<file path="config.mk">
export PLATFORM = sky130hd
export DESIGN_NAME = arp_sequencer
export DESIGN_NICKNAME = d
export VERILOG_FILES = /design/src/rtl/arp_sequencer.sv
export SDC_FILE = /design/constraint.sdc
export NUM_CORES = 1
export LEC_CHECK = 0
export BUFFER_PORTS_ARGS = -buffer_cell sky130_fd_sc_hd__buf_2
export CAP_MARGIN = 10
export CORE_ASPECT_RATIO = 0.75
export CORE_MARGIN = 8
export CORE_UTILIZATION = 40
export DETAILED_ROUTE_END_ITERATION = 10
export PLACE_DENSITY = 0.65
export SKIP_CTS_REPAIR_TIMING = 1
export SYNTH_ARGS = -nofsm -noshare
export SYNTH_HDL_FRONTEND = slang
export SYNTH_SLANG_ARGS = --single-unit
</file>
<file path="constraint.sdc">
create_clock -name clock -period 10.4 [get_ports clock]
set_input_delay 1.56 -clock clock [delete_from_list [all_inputs] [get_ports clock]]
set_output_delay 1.56 -clock clock [all_outputs]
set_load 0.01 [all_outputs]
</file>
<file path="src/rtl/arp_sequencer.sv">
// ============================================================================
// arp_sequencer : chord arpeggiator driving the sine-table read address.
// Optional macro LATCH_BASE_EN: sample base_period only at note boundaries.
// Revision: 1.0
// ============================================================================
`default_nettype none

module arp_sequencer #(
    parameter int ADDR_W      = 8,
    parameter int DIV_W       = 13,
    parameter int STEP_W      = 27,
    parameter int STEP_CYCLES = 50000000,
    parameter int NUM_NOTES   = 4
) (
    input  logic              clock,
    input  logic              reset,
    input  logic [DIV_W-1:0]  base_period,
    input  logic              toggle,
    input  logic [1:0]        mode,
    output logic [ADDR_W-1:0] addr,
    output logic              addr_step,
    output logic [1:0]        note,
    output logic [DIV_W-1:0]  period,
    output logic              arp_active
);

    localparam int                c_EXT_W     = DIV_W + 3;
    localparam logic [STEP_W-1:0] c_STEP_LAST = STEP_W'(STEP_CYCLES - 1);
    localparam logic [1:0]        c_NOTE_LAST = 2'(NUM_NOTES - 1);
    localparam logic [c_EXT_W-1:0] c_FIVE     = c_EXT_W'(5);
    localparam logic [c_EXT_W-1:0] c_THREE    = c_EXT_W'(3);

    typedef enum logic {ST_IDLE = 1'b0, ST_ARP = 1'b1} state_t;
    typedef enum logic {DIR_UP = 1'b0, DIR_DOWN = 1'b1} dir_t;

    state_t              r_state;
    dir_t                r_dir;
    logic [1:0]          r_note;
    logic [STEP_W-1:0]   r_step;
    logic [DIV_W-1:0]    r_period;
    logic [DIV_W-1:0]    r_div;
    logic [ADDR_W-1:0]   r_addr;
    logic                r_addr_step;

    logic [DIV_W-1:0]    w_base;
    logic [c_EXT_W-1:0]  w_base_ext;
    logic [c_EXT_W-1:0]  w_p1_ext;
    logic [c_EXT_W-1:0]  w_p2_ext;
    logic [DIV_W-1:0]    w_period_next;
    logic [1:0]          w_next_note;
    dir_t                w_next_dir;
    logic                w_advance;

`ifdef LATCH_BASE_EN
    logic [DIV_W-1:0]    r_base;
    assign w_base = r_base;
`else
    assign w_base = base_period;
`endif

    assign w_advance = (r_state == ST_ARP) && !toggle && (r_step >= c_STEP_LAST);

    // Next note for the current pattern; out-of-range notes fall into the wrap rule
    always_comb begin
        w_next_note = r_note;
        w_next_dir  = r_dir;
        case (mode)
            2'd0: w_next_note = (r_note >= c_NOTE_LAST) ? 2'd0 : r_note + 2'd1;
            2'd1: w_next_note = (r_note == 2'd0 || r_note > c_NOTE_LAST) ? c_NOTE_LAST
                                                                         : r_note - 2'd1;
            2'd2: begin
                if (c_NOTE_LAST != 2'd0) begin
                    if (r_dir == DIR_UP) begin
                        if (r_note >= c_NOTE_LAST) begin
                            w_next_dir  = DIR_DOWN;
                            w_next_note = c_NOTE_LAST - 2'd1;
                        end else begin
                            w_next_note = r_note + 2'd1;
                        end
                    end else begin
                        if (r_note == 2'd0) begin
                            w_next_dir  = DIR_UP;
                            w_next_note = 2'd1;
                        end else begin
                            w_next_note = r_note - 2'd1;
                        end
                    end
                end else begin
                    w_next_note = 2'd0;
                end
            end
            default: w_next_note = r_note;
        endcase
    end

    assign w_base_ext = {3'b000, w_base};
    assign w_p1_ext   = (w_base_ext << 2) / c_FIVE;
    assign w_p2_ext   = (w_base_ext << 1) / c_THREE;

    always_comb begin
        w_period_next = w_base;
        case (r_note)
            2'd0:    w_period_next = w_base;
            2'd1:    w_period_next = w_p1_ext[DIV_W-1:0];
            2'd2:    w_period_next = w_p2_ext[DIV_W-1:0];
            default: w_period_next = w_base >> 1;
        endcase
    end

    always_ff @(posedge clock) begin
        if (reset) begin
            r_state <= ST_IDLE;
            r_note  <= 2'd0;
            r_step  <= '0;
            r_dir   <= DIR_UP;
`ifdef LATCH_BASE_EN
            r_base  <= base_period;
`endif
        end else if (toggle) begin
            r_note <= 2'd0;
            r_step <= '0;
            if (r_state == ST_IDLE) begin
                r_state <= ST_ARP;
                r_dir   <= DIR_UP;
`ifdef LATCH_BASE_EN
                r_base  <= base_period;
`endif
            end else begin
                r_state <= ST_IDLE;
            end
        end else if (r_state == ST_ARP) begin
            if (w_advance) begin
                r_step <= '0;
                r_note <= w_next_note;
                r_dir  <= w_next_dir;
`ifdef LATCH_BASE_EN
                r_base <= base_period;
`endif
            end else begin
                r_step <= r_step + STEP_W'(1);
            end
        end else begin
            r_note <= 2'd0;
            r_step <= '0;
        end
    end

    always_ff @(posedge clock) begin
        if (reset) begin
            r_period <= '0;
        end else begin
            r_period <= w_period_next;
        end
    end

    // >= rather than == so a period drop below the running count never stalls
    always_ff @(posedge clock) begin
        if (reset) begin
            r_div       <= '0;
            r_addr      <= '0;
            r_addr_step <= 1'b0;
        end else if (r_div >= r_period) begin
            r_div       <= '0;
            r_addr      <= r_addr + ADDR_W'(1);
            r_addr_step <= 1'b1;
        end else begin
            r_div       <= r_div + DIV_W'(1);
            r_addr_step <= 1'b0;
        end
    end

    assign addr       = r_addr;
    assign addr_step  = r_addr_step;
    assign note       = r_note;
    assign period     = r_period;
    assign arp_active = (r_state == ST_ARP);

endmodule

`default_nettype wire

</file>
==> results by group, run 1 <==
Timing
  – Fin crit period: 6.960 ns
  – Fin Clk Skew: 0.008111 ns
  – Final setup violation count: 0
  – Setup TNS: 0 ns
  – Max_slew headroom: 0.3452
  – Final Hold Fails: 0
  – Worst-margin pin slew: 0.9823 ns
  – RSZ-0062 raised after global routing: false
  – Tcrit/Tclk final: 0.6692
  – Fmax: 0.1437 GHz
  – Final Max Tran Viols: 0

CTS
  – CTS Root Cell: clkbuf_16
  – Skew-Pair Late Insertion Delay: 0.34 ns
  – Clock sink total: 66
  – CTS Buf Count: 9
  – Clock slew at reported path FFs: 0.05 ns
  – Clock tree from TritonCTS: built
  – H-tree level count: 3
  – CTS max path bufs: 2

Worst setup path
  – Arr. time, crit path: 7.17 ns
  – Critical-path cell list: buf_2, clkinv_1, o31ai_1, a221oi_1, o211ai_1, mux2_2, o311ai_0, o311a_1, xnor2_1, and2_1, nor3_1, inv_1, ha_1, or3_1, o32a_1, a41oi_1, o311ai_1
  – Element type at the critical path end: flop
  – Worst reg-to-reg path cell count: 15
  – Critical setup path kind: in2reg
  – Crit start category: primary input
  – CP max FO: 52
  – Crit path max-delay family: compound AO/OA/AOI/OAI gates
  – Critical Path Max Stage Delay: 0.74 ns
  – WP data required: 10.61 ns
  – CP Buf/Inv Count: 3
  – Critical path's slowest cell: o211ai_1
  – Critical path depth: 17

Route
  – Final WL: 17.80 mm
  – Starting DRC count in detailed routing: 916
  – Via count: 6667
  – Routed WL per cell: 16.11 µm
  – Pre-antenna DRT Iters: 7
  – Vias per cell: 6.033
  – Post-route DRC: 0
  – Antenna Nets Post-Route: 0

Power and ir drop
  – Comb pwr share: 0.312
  – Flop pwr share: 0.318
  – Peak supply drop: 0.00006437 V
  – PD cells: 118.6 nW/µm²
  – Internal power: 0.0005452 W
  – Switching power share of the total: 0.3382
  – Pleak: 2.567 nW
  – Clock power frac: 0.369
  – P_sw: 0.0002786 W

Logic synthesis
  – Top-count cell post-synth: nor2_1
  – Top cells by area, synth: dfxtp_1 20%, nor2_1 6.5%, ha_1 5.3%
  – Mapped cell area: 6554 µm²
  – Number of synthesized flops with an enable pin: 0
  – Sequential area share after synthesis: 0.2016
  – Post-synth top flop: dfxtp_1
  – Post-synthesis cell type count: 88
  – Synth top area share: 0.2016
  – Synth area leader: dfxtp_1
  – Number of synthesized register bits: 66
  – Post-synth top cells: 113 x nor2_1, 66 x dfxtp_1, 63 x nand2_1
  – Syn avg cell area: 7.186 µm²
  – Ys Warns: 0
  – Syn_nets: 958
  – Ys async rst share: 0
  – Post-Syn Instances: 912

Die
  – Num ports: 43
  – Total die area: 20780 µm²
  – Row count: 40
  – Initial Util: 0.4092
  – Die X: 163.8 µm
  – Chip Height: 126.9 µm
  – Core area: 16020 µm²

Global route
  – Largest net degree at the start of global routing: 53
  – Total grt overflow: 0
  – First-pass GRT wire length: 29.55 mm
  – Initial antenna violation count: 1
  – Total global-route track usage: 0.1693
  – Vias in the first global route: 5698

Final layout
  – Final core occ: 0.4336
  – Final #Nets: 936
  – Area grow syn2layout: 5.956%
  – Fraction of layout cells with a size suffix above 1: 0.09721
  – Antenna diodes: 0

Job
  – Maxcap violations: 0

Hold path
  – Worst min path class: reg2reg
  – Hold Path Cell Cnt: 1

Placed design
  – Port buffer count: 42
  – HPWL after detailed placement: 12.62 mm
  – GPL Wtd Cong: 0.8996

Outcome
  – Result of the run: completed
## through the flow
step | std cells | instance area, µm² | power, W | worst slack, ns | hold WS, ns
6_report | 1105 | 6944 | 0.0008238 | 3.440 | 0.4638
3_3_place_gp | 1089 | 6640 | 0.0005173 | 3.455 | 0.4446
3_5_place_dp | 1089 | 6640 | 0.0005180 | 3.288 | 0.4519
5_1_grt | 1105 | 6944 | 0.0008711 | 2.942 | 0.5057
2_1_floorplan | 912 | 6554 | 0.0004740 | 4.499 | 0.4299
4_1_cts | 1105 | 6944 | 0.0008279 | 3.602 | 0.4682
## cell usage in the layout, fill, tap and decap left out, types with 28 or more instances in the layout
| master | netlist | final |
|---|---|---|
| nand3_1 | 40 | 40 |
| ha_1 | 28 | 28 |
| nor2_1 | 113 | 113 |
| a21oi_1 | 50 | 50 |
| xnor2_1 | 31 | 31 |
| o21ai_0 | 46 | 46 |
| nand2_1 | 63 | 63 |
| nor3_1 | 29 | 29 |
| inv_1 | 36 | 36 |
| dfxtp_1 | 66 | 66 |
| buf_2 | 21 | 42 |
## power by group through the flow
stage	combinational, W	clock (W)	sequential (W)
2_1_floorplan	0.000206	0	0.000268
3_3_place_gp	0.000250	0	0.000267
3_5_place_dp	0.000251	0	0.000268
4_1_cts	0.000252	0.000313	0.000262
5_1_grt	0.000284	0.000324	0.000263
6_report	0.000257	0.000304	0.000262
## layer usage
layer	track usage	part of all wire	vias up
met1	0.2499	0.49	3044
met3	0.04266	0.089	26
met2	0.2359	0.40	293
met4	0.04320	0.014	2
met5	0	0.00067	-
li1	-	-	3302
## area by class of cell
type / instances / area, µm²
multi-input cells: 726 / 4666
clock inverters: 6 / 65.06
flip-flops and latches: 66 / 1321
repair buffers: 45 / 232.7
well taps: 210 / 262.8
fillers: 1622 / 9071
inverters: 42 / 157.7
clock buffers: 10 / 239.0
## final timing paths
check | to | start | slack (ns)
setup / recovery | period[0]$_SDFF_PP0_ | base_period[9] | 3.44
hold / removal | r_step[0]$_SDFF_PP0_ | r_step[0]$_SDFF_PP0_ | 0.46
setup reg to reg | r_div[9]$_SDFF_PP0_ | period[1]$_SDFF_PP0_ | 7.11
hold reg to reg | r_step[0]$_SDFF_PP0_ | r_step[0]$_SDFF_PP0_ | 0.46
## state kept, by name, indices dropped and copies added, names as in the netlist
| signal | count |
|---|---|
| addr | 8 |
| addr_step | 1 |
| arp_active | 1 |
| note | 2 |
| period | 13 |
| r_dir | 1 |
| r_div | 13 |
| r_step | 27 |
## logic make-up after synthesis
kind of cell    Yosys count  synth area share
mux                      12           0.01890
flops                    66            0.2016
fa+ha+maj                32           0.05957
compound gates          259            0.2774
simple gates            371            0.2873
other cells               1         0.0005722
xor+xnor                 51           0.06816
buf+inv                 120           0.08648
Power figures use the tool's default switching activity.
==> run 2: changes to the inputs <==
ABC_AREA = 1   (was unset)
PLACE_DENSITY = 0.67   (was 0.65)
clock period = 5.8 ns   (was 10.4 ns; I/O delays follow)
==> run 2 against run 1 <==
First-iteration DRC count down 69%. Largest power group is now combinational cells. Cell area down 8.9%. Worst hold slack worse by 0.018 ns. Clock skew down 0.0013 ns. Register-to-register slack worse by 4.1 ns. Synthesized cell count down 20%. Final cell count down 10%. Global-route usage down 2.7 points. Utilization up 9.0 points.
==> results by group, run 2 <==
Outcome
  – Result of the run: completed

Die
  – Total die area: 15980 µm²
  – Num ports: 43
  – Initial Util: 0.4024
  – Die X: 143.3 µm
  – Chip Height: 111.5 µm
  – Core area: 12090 µm²
  – Row count: 35

Placed design
  – HPWL after detailed placement: 8.781 mm
  – GPL Wtd Cong: 0.8155
  – Pre-CTS setup slack: -0.2162 ns
  – Placed Instance Area: 5460 µm²
  – DP Cell Count: 957
  – Port buffer count: 42

Final layout
  – Largest register FFs: 27
  – Final #Nets: 870
  – Area grow syn2layout: 30.05%
  – Final Cell Area: 6325 µm²
  – Fin cells: 995
  – Fraction of layout cells with a size suffix above 1: 0.2811
  – Antenna diodes: 0
  – Commonest non-fill, non-tap cells in the layout: 135 x nand2_1, 88 x inv_1, 66 x dfxtp_1
  – Reg with most FFs: r_step
  – Commonest non-fill, non-tap cell in the layout: nand2_1

Logic synthesis
  – Post-Syn Instances: 731
  – Mapped cell area: 4863 µm²
  – Synth area leader: dfxtp_1
  – Synth top area share: 0.2717
  – Number of synthesized flops with an enable pin: 0
  – Ys async rst share: 0
  – Syn_nets: 777
  – Post-synth top flop: dfxtp_1
  – Top-count cell post-synth: nand2_1
  – Top cells by area, synth: dfxtp_1 27%, nand2_1 12%, inv_1 7.3%
  – Ys Warns: 0
  – Post-synthesis cell type count: 50
  – Sequential area share after synthesis: 0.2717
  – Post-synth top cells: 154 x nand2_1, 94 x inv_1, 66 x dfxtp_1
  – Syn avg cell area: 6.653 µm²
  – Number of synthesized register bits: 66

Worst setup path
  – Critical path's slowest cell: ha_4
  – Crit start category: primary input
  – Worst reg2reg startpoint: r_step[0]$_SDFF_PP0_
  – Crit path max-delay family: simple AND/OR/NAND/NOR gates
  – CP Buf/Inv Count: 11
  – Most used cell, CP: nand2_4
  – Critical setup path kind: in2reg
  – Setup crit start: base_period[10]
  – Arr. time, crit path: 5.81 ns
  – Critical Path Max Stage Delay: 0.21 ns
  – WP data required: 6.02 ns
  – Element type at the critical path end: flop
  – CP max FO: 5

Timing
  – Setup TNS: 0 ns
  – Final setup violation count: 0
  – Setup ws final: 0.2071 ns
  – Max_slew headroom: 0.5641
  – Fin Clk Skew: 0.006771 ns
  – Tcrit/Tclk final: 0.9643
  – Worst-margin pin slew: 0.6538 ns
  – RSZ-0062 raised after global routing: true
  – Fmax: 0.1788 GHz
  – Final Hold Fails: 0
  – Final Max Tran Viols: 0
  – Fin crit period: 5.593 ns

Route
  – Highest routed layer: met4
  – Pre-antenna DRT Iters: 5
  – Wire length on met1: 6.321 mm
  – Vias per cell: 4.914
  – Antenna Nets Post-Route: 0
  – Routed wl met2: 5.470 mm
  – Via count: 4889
  – Final WL: 12.23 mm
  – Post-route DRC: 0
  – Starting DRC count in detailed routing: 282
  – Routed WL per cell: 12.29 µm
  – Metal3 WL: 378 µm

Power and ir drop
  – Switching power share of the total: 0.4043
  – Internal power: 0.001508 W
  – Pleak: 2.866 nW
  – Comb pwr share: 0.584
  – Clock power frac: 0.231
  – Flop pwr share: 0.186
  – PD cells: 400.3 nW/µm²
  – P_sw: 0.001023 W
  – Peak supply drop: 0.0003268 V

CTS
  – CTS Buf Count: 9
  – CTS Root Cell: clkbuf_16
  – Skew-Pair Late Insertion Delay: 0.32 ns
  – H-tree level count: 3
  – Clock slew at reported path FFs: 0.05 ns
  – Clock tree from TritonCTS: built
  – CTS max path bufs: 2
  – Clock sink total: 66

Global route
  – Total global-route track usage: 0.1427
  – Vias in the first global route: 4165
  – Initial antenna violation count: 0
  – First-pass GRT wire length: 19.55 mm
  – Total grt overflow: 0
  – Largest net degree at the start of global routing: 27

Hold path
  – Worst min path class: reg2reg
  – Hold path start: r_step[0]$_SDFF_PP0_

Job
  – Maxcap violations: 0
## run 2: cell count changes after synthesis, sizes merged, moves of 11 or more
cell	before	now
nor2	114	58
clkbuf	37	12
nor2b	19	0
inv	38	105
nor3	31	20
xnor2	31	0
nor4	11	0
nand2	63	191
nand2b	15	0
buf	41	3
o21ai	53	38
a221oi	19	3
nand3	40	74
## run 2: metrics by stage
stage | utilization | hold slack (ns) | total power, W
floorplan | - | 0.4176 | 0.001258
global placement | 0.4518 | 0.4305 | 0.001589
detailed placement | 0.4518 | 0.4396 | 0.001593
CTS | 0.4789 | 0.4469 | 0.002182
global route | 0.5233 | 0.4603 | 0.002718
finish | 0.5233 | 0.4460 | 0.002532
## run 2: area by class of cell
type | instances | area [µm²]
fill | 1194 | 5762
multi-input combinational | 542 | 3408
sequential | 66 | 1321
timing repair buffer | 97 | 646.9
inverter | 108 | 412.9
clock buffer | 10 | 239.0
tap | 166 | 207.7
clock inverter | 6 | 88.84
## run 2: power groups by stage
stage	Clock, W	Combinational (W)	Sequential [W]
global placement	0	0.00111	0.000480
CTS	0.000594	0.00112	0.000470
detailed placement	0	0.00111	0.000480
floorplan	0	0.000776	0.000481
finish	0.000584	0.00148	0.000470
global route	0.000615	0.00163	0.000471
## run 2: cell families (layout without fill, tap and decap cells)
| group | after synthesis | count (layout) | share of synthesized area |
|---|---|---|---|
| other | 1 | 1 | 0.0007711 |
| adders and majority gates | 28 | 28 | 0.07204 |
| buffers and inverters | 123 | 221 | 0.09828 |
| AOI/OAI and AO/OA | 124 | 124 | 0.1580 |
| xor gates and xnor gates | 12 | 12 | 0.02161 |
| and+or+nand+nor | 377 | 377 | 0.3777 |
| DFF | 66 | 66 | 0.2717 |
## run 2: final timing paths
path                                              end  slack [ns]  cells after the start
worst max-delay path             period[0]$_SDFF_PP0_        0.21                     63
worst min-delay path             r_step[0]$_SDFF_PP0_        0.45                      1
worst max register to register  r_step[24]$_SDFF_PP0_        3.02                     17
worst min register to register   r_step[0]$_SDFF_PP0_        0.45                      1
## run 2: metal layers
metal | vias up | track usage
li1 | 2606 | -
met4 | 0 | 0.02865
met2 | 83 | 0.2114
met1 | 2194 | 0.2125
met3 | 6 | 0.02052
met5 | - | 0
